==> src/rtl/mac_package.sv <==
// Shared HWPE engine types: AES sequencing states, widths and control/flag bundles.
package mac_package;

    localparam int AES_BLOCK_W     = 128;
    localparam int AES_SCHED_CNT_W = 16;

    typedef enum logic [2:0] {
        AES_IDLE    = 3'd0,
        AES_WAIT_IN = 3'd1,
        AES_RUN     = 3'd2,
        AES_OUT     = 3'd3,
        AES_DONE    = 3'd4
    } aes_sched_state_t;

    typedef struct packed {
        logic                       start;
        logic [AES_SCHED_CNT_W-1:0] len;
        logic                       cbc_en;
    } aes_sched_ctrl_t;

    typedef struct packed {
        logic done;
        logic err;
    } aes_sched_flags_t;

endpackage

==> src/rtl/aes_cbc_sched.sv <==
// Job sequencer for the 128-bit AES core: gates stacked text/key into load pulses,
// owns the CBC chaining register, buffers results and watches for a hung core.
module aes_cbc_sched
    import mac_package::*;
#(
    parameter int CNT_W   = AES_SCHED_CNT_W,
    parameter int TIMEOUT = 64
) (
    input  logic                   clk_i,
    input  logic                   rst_i,
    input  logic                   clear_i,
    input  logic                   start_i,
    input  logic [CNT_W-1:0]       len_i,
    input  logic                   cbc_en_i,
    input  logic [AES_BLOCK_W-1:0] iv_i,
    input  logic                   word_valid_i,
    input  logic [AES_BLOCK_W-1:0] word_i,
    output logic                   word_ready_o,
    input  logic                   key_valid_i,
    input  logic [AES_BLOCK_W-1:0] key_i,
    output logic                   key_ready_o,
    output logic                   aes_ld_o,
    output logic [AES_BLOCK_W-1:0] aes_text_o,
    output logic [AES_BLOCK_W-1:0] aes_key_o,
    input  logic                   aes_done_i,
    input  logic [AES_BLOCK_W-1:0] aes_out_i,
    output logic                   res_valid_o,
    output logic [AES_BLOCK_W-1:0] res_data_o,
    input  logic                   res_ready_i,
    output logic                   busy_o,
    output logic                   done_o,
    output logic                   err_o,
    output logic [CNT_W-1:0]       cnt_o
);

    localparam int TMR_W = $clog2(TIMEOUT + 1);

    aes_sched_state_t       state_q, state_d;
    logic [CNT_W-1:0]       len_q, len_d;
    logic [CNT_W-1:0]       cnt_q, cnt_d;
    logic                   cbc_q, cbc_d;
    logic [AES_BLOCK_W-1:0] chain_q, chain_d;
    logic [AES_BLOCK_W-1:0] res_q, res_d;
    logic                   err_q, err_d;
    logic [TMR_W-1:0]       timer_q, timer_d;

    logic                   soft_rst;
    logic                   ld;
    logic [CNT_W-1:0]       cnt_inc;
    aes_sched_flags_t       flags;

    assign soft_rst = rst_i | clear_i;
    // Load must never fire in a reset/clear cycle, even if both streams are valid.
    assign ld       = (state_q == AES_WAIT_IN) & word_valid_i & key_valid_i & ~soft_rst;
    assign cnt_inc  = cnt_q + CNT_W'(1);

    always_comb begin
        state_d = state_q;
        len_d   = len_q;
        cnt_d   = cnt_q;
        cbc_d   = cbc_q;
        chain_d = chain_q;
        res_d   = res_q;
        err_d   = err_q;
        timer_d = timer_q;
        case (state_q)
            AES_IDLE: begin
                if (start_i) begin
                    err_d = 1'b0;
                    cnt_d = '0;
                    if (len_i != '0) begin
                        len_d   = len_i;
                        cbc_d   = cbc_en_i;
                        chain_d = iv_i;
                        state_d = AES_WAIT_IN;
                    end else begin
                        state_d = AES_DONE;
                    end
                end
            end
            AES_WAIT_IN: begin
                if (ld) begin
                    timer_d = '0;
                    state_d = AES_RUN;
                end
            end
            AES_RUN: begin
                // done has priority over an expiring timer in the same cycle
                if (aes_done_i) begin
                    res_d   = aes_out_i;
                    if (cbc_q) chain_d = aes_out_i;
                    state_d = AES_OUT;
                end else if (timer_q == TMR_W'(TIMEOUT - 1)) begin
                    err_d   = 1'b1;
                    state_d = AES_IDLE;
                end else begin
                    timer_d = timer_q + TMR_W'(1);
                end
            end
            AES_OUT: begin
                if (res_ready_i) begin
                    cnt_d   = cnt_inc;
                    state_d = (cnt_inc == len_q) ? AES_DONE : AES_WAIT_IN;
                end
            end
            AES_DONE: state_d = AES_IDLE;
            default:  state_d = AES_IDLE;
        endcase
    end

    always_ff @(posedge clk_i) begin
        if (soft_rst) begin
            state_q <= AES_IDLE;
            len_q   <= '0;
            cnt_q   <= '0;
            cbc_q   <= 1'b0;
            chain_q <= '0;
            res_q   <= '0;
            err_q   <= 1'b0;
            timer_q <= '0;
        end else begin
            state_q <= state_d;
            len_q   <= len_d;
            cnt_q   <= cnt_d;
            cbc_q   <= cbc_d;
            chain_q <= chain_d;
            res_q   <= res_d;
            err_q   <= err_d;
            timer_q <= timer_d;
        end
    end

    assign flags.done = (state_q == AES_DONE);
    assign flags.err  = err_q;

    assign word_ready_o = ld;
    assign key_ready_o  = ld;
    assign aes_ld_o     = ld;
    assign aes_text_o   = ld ? (cbc_q ? (word_i ^ chain_q) : word_i) : '0;
    assign aes_key_o    = ld ? key_i : '0;
    assign res_valid_o  = (state_q == AES_OUT);
    assign res_data_o   = res_q;
    assign busy_o       = (state_q != AES_IDLE);
    assign done_o       = flags.done;
    assign err_o        = flags.err;
    assign cnt_o        = cnt_q;

endmodule

==> config.mk <==
export PLATFORM = sky130hd
export DESIGN_NAME = aes_cbc_sched
export DESIGN_NICKNAME = d
export VERILOG_FILES = /design/src/rtl/mac_package.sv /design/src/rtl/aes_cbc_sched.sv
export SDC_FILE = /design/constraint.sdc
export NUM_CORES = 1
export LEC_CHECK = 0
export ABC_AREA = 1
export CAP_MARGIN = 30
export CELL_PAD_IN_SITES_DETAIL_PLACEMENT = 0
export CELL_PAD_IN_SITES_GLOBAL_PLACEMENT = 2
export CORE_AREA = 2 2 367 369
export CTS_CLUSTER_DIAMETER = 50
export DETAILED_ROUTE_END_ITERATION = 7
export DIE_AREA = 0 0 369 371
export GPL_TIMING_DRIVEN = 0
export PLACE_DENSITY_LB_ADDON = 0.1
export SETUP_SLACK_MARGIN = 0.02
export SLEW_MARGIN = 20
export SYNTH_ARGS = -nofsm -noshare
export SYNTH_HDL_FRONTEND = slang
export SYNTH_SLANG_ARGS = --single-unit
==> constraint.sdc <==
create_clock -name clk_i -period 3.24 [get_ports clk_i]
set_input_delay 0.486 -clock clk_i [delete_from_list [all_inputs] [get_ports clk_i]]
set_output_delay 0.486 -clock clk_i [all_outputs]
set_load 0.01 [all_outputs]
==> flow_metrics.env, run 1 <==
export IMPL_drc=0
export IMPL_num_rows=134
export IMPL_critical_path_class="input port to output port"
export IMPL_whs_ns=0.429
export IMPL_htreeDepth=3
export IMPL_die_y_um=371
export IMPL_hold_depth=3
export IMPL_synth_xor_area_share_pct=0.224
export IMPL_yosysSeqAreaShare_pct=38.5
export IMPL_core_um2=133000
export IMPL_final_cells=5358
export IMPL_dieArea_um2=137000
export IMPL_gp_congestion=0.749
export IMPL_cts_clk_slew_worst_paths_ns=0.05
export IMPL_rsz0062_at_grt="true"
export IMPL_grt_start_max_net_pins=11
export IMPL_critPathArrivalTime_ns=2.61
export IMPL_cts_hold_fix_buffers=0
export IMPL_avgViaCountPerCell=3.75
export IMPL_cp_required_ns=2.75
export IMPL_cellLeakagePower_nw=12.4
export IMPL_dp_slack_ns=-1.70
export IMPL_yosys_area_share_simple_pct=32.8
export IMPL_worstHoldStart="iv_i[69]"
export IMPL_cts_made_buffers=78
export IMPL_min_to="chain_q[69]"
export IMPL_finalSetupViolCount=0
export IMPL_dr_total_vias=20119
export IMPL_fin_tns_setup_ns=0
export IMPL_yosys_warnings=0
export IMPL_power_density_nw_per_um2=441
export IMPL_worstPathMaxFanout=10
export IMPL_synth_top_family_by_area="simple AND/OR/NAND/NOR gates"
export IMPL_start_kind="input port"
export IMPL_cts_tree="built"
export IMPL_fin_util_pct=22.8
export IMPL_seq_area_um2=6010
export IMPL_endpoint_kind="output port"
export IMPL_synth_distinct_cells=29
export IMPL_root_buffer="clkbuf_16"
export IMPL_reg2reg_to="res_data_o[122]"
export IMPL_clock_path_buffers=3
export IMPL_min_period_over_period_pct=95.5
export IMPL_max_freq_ghz=0.323
export IMPL_hp_class="input port to flop"
export IMPL_status="complete, no violations"
export IMPL_syn_inst=2477
export IMPL_relSlewSlack_pct=42.6
export IMPL_drtIter0Drc=800
export IMPL_wl_per_cell_um=22.8
export IMPL_avgSynthCellArea_um2=6.30
export IMPL_grt_pass1_vias=20970
export IMPL_dp_cells=5193
export IMPL_dr_pass1_iters=5
export IMPL_hpwl_mm=101
export IMPL_skew_ns=0.0209
export IMPL_grt_overflow=0
export IMPL_power_total_mw=13.3
export IMPL_die_w_um=369
export IMPL_postRouteAntennaNets=0
export IMPL_multi_input_area_um2=8370
export IMPL_final_cell_area_um2=30300
export IMPL_rr_startpoint="state_q[2]"
export IMPL_final_max_slew_violation_count=0
export IMPL_synth_seq_cells=300
export IMPL_area_growth_syn_to_layout_pct=93.7
export IMPL_period_needed_ns=3.09
export IMPL_io_buffer_count=943
export IMPL_synth_net_count=3016
export IMPL_muxShareOfSynthArea_pct=0
export IMPL_synth_compound_area_share_pct=19.6
export IMPL_nNetsFinal=4056
export IMPL_fill_cells=15083
export IMPL_start_util_pct=11.8
export IMPL_r2r_cells=9
export IMPL_maxCapViolations=0
export IMPL_routed_wl_mm=122
export IMPL_grt_first_pass_wirelength_mm=164
export IMPL_drive_above_1_share_pct=12.2
export IMPL_peakVddDrop_mv=0.331
export IMPL_hold_violations=0
export IMPL_ios=944
export IMPL_antenna_found_initial=50
export IMPL_fin_ws_ns=0.146
export IMPL_synthAdderAreaFrac_pct=0.160
export IMPL_clock_sinks=300
export IMPL_clock_latency_ns=0.63
export IMPL_grt_usage_pct=17.1
export IMPL_rrSetupSlack_ns=0.52
export IMPL_tightest_slew_ns=0.861
export IMPL_synth_area_um2=15600
export IMPL_dpl_cell_area_um2=27400
-- registers in the layout, summed over array words and instances (netlist names) --
signal / count
cbc_q: 1
state_q: 3
timer_q: 7
res_data_o: 128
len_q: 16
chain_q: 128
err_o: 1
cnt_o: 16
-- cell usage after synthesis (all sizes together) --
master	number	share of area, %
buf	30	1.0
nor4	5	0.20
nor3	3	0.13
o21ai	152	4.9
and2	2	0.080
a31oi	128	5.1
nor2	166	4.1
dfxtp	300	38
a21oi	297	9.5
inv	183	4.4
a211oi	2	0.096
clkbuf	135	3.3
nand3	47	1.5
xor2	2	0.11
clkinv	1	0.024
xnor2	2	0.11
or2	130	5.2
nand4	10	0.40
ha	2	0.16
nand2	880	21
-- worst max-delay path: stages --
cell and delay, ns:
clkdlybuf4s50_1 0.50, nor2_1 0.22, nand4_1 0.22, buf_6 0.21, buf_4 0.13, clkbuf_8 0.17
clkbuf_16 0.20, a21oi_2 0.15, dlygate4sd2_1 0.30
-- cell type report --
type	instances	area share [%]
Timing Repair Buffer	960	30.7
Multi-Input combinational cell	1828	27.7
Sequential cell	300	19.9
Tap cell	1768	7.31
Clock buffer	99	7.21
Buffer	165	3.30
Inverter	184	2.30
Clock inverter	37	1.55
Antenna cell	17	0.141
-- routing by layer --
| layer | part of all wire (%) | global-route usage (%) | vias to the layer above |
|---|---|---|---|
| met4 | 2.4 | 5.66 | 46 |
| met3 | 9.5 | 7.21 | 171 |
| li1 | - | - | 10110 |
| met1 | 36 | 17.1 | 9089 |
| met2 | 52 | 31.8 | 703 |
| met5 | 0.24 | 0 | - |
-- worst max-delay path by stage --
| stage | start | to | cells past startpoint |
|---|---|---|---|
| 6_report | clear_i | aes_text_o[120] | 9 |
| 5_1_grt | state_q[0] | aes_key_o[96] | 9 |
| 4_1_cts | state_q[0] | aes_key_o[4] | 8 |
| 3_5_place_dp | clear_i | aes_text_o[93] | 7 |
| 3_3_place_gp | clear_i | aes_text_o[93] | 7 |
| 2_1_floorplan | cbc_q | aes_text_o[62] | 5 |
-- power by group --
| part | internal (mW) | switching [mW] |
|---|---|---|
| logic | 0.767 | 0.651 |
| registers | 3.81 | 0.0552 |
| clock network | 5.43 | 2.63 |
-- cells in the final DEF, fill, tap and decap left out, drive strengths merged --
cell type	instances
nand2	880
diode	17
clkdlybuf4s50	685
clkinv	20
nand4	10
o21ai	152
inv	183
or2	130
xor2	2
buf	54
bufinv	9
xnor2	2
ha	2
clkinvlp	9
a211oi	2
and2	2
a31oi	128
dlygate4sd2	202
nor3	3
a21oi	297
dlymetal6s2s	4
nand3	47
dfxtp	300
nor4	5
clkbuf	254
nor2	166
clkdlybuf4s15	25
-- what timing repair did --
item	4_1_cts	5_1_grt
gates resized for setup	462	49
setup buffers	11	1
pin swaps	2	1
gates cloned	0	0
endpoints found under the setup margin	263	35
endpoints found under the hold margin	0	0
-- logic make-up after synthesis --
kind of cell / count (synthesis)
AND/OR/NAND/NOR: 1243
XOR/XNOR: 4
AO/OA/AOI/OAI: 579
flip-flops: 300
adder cells (fa/ha/maj): 2
buffers and inverters: 349
Note: power is estimated with default switching activity, not from simulation.
==> run 2: changes to the inputs <==
--- a/config.mk
+++ b/config.mk
@@ -6,6 +6,7 @@
 export NUM_CORES = 1
 export LEC_CHECK = 0
 export ABC_AREA = 1
+export ABC_CLOCK_PERIOD_IN_PS = 3240
 export CAP_MARGIN = 30
 export CELL_PAD_IN_SITES_DETAIL_PLACEMENT = 0
 export CELL_PAD_IN_SITES_GLOBAL_PLACEMENT = 2
==> results of run 2 <==
The final DEF is identical to that of run 1; final timing and power are the same.
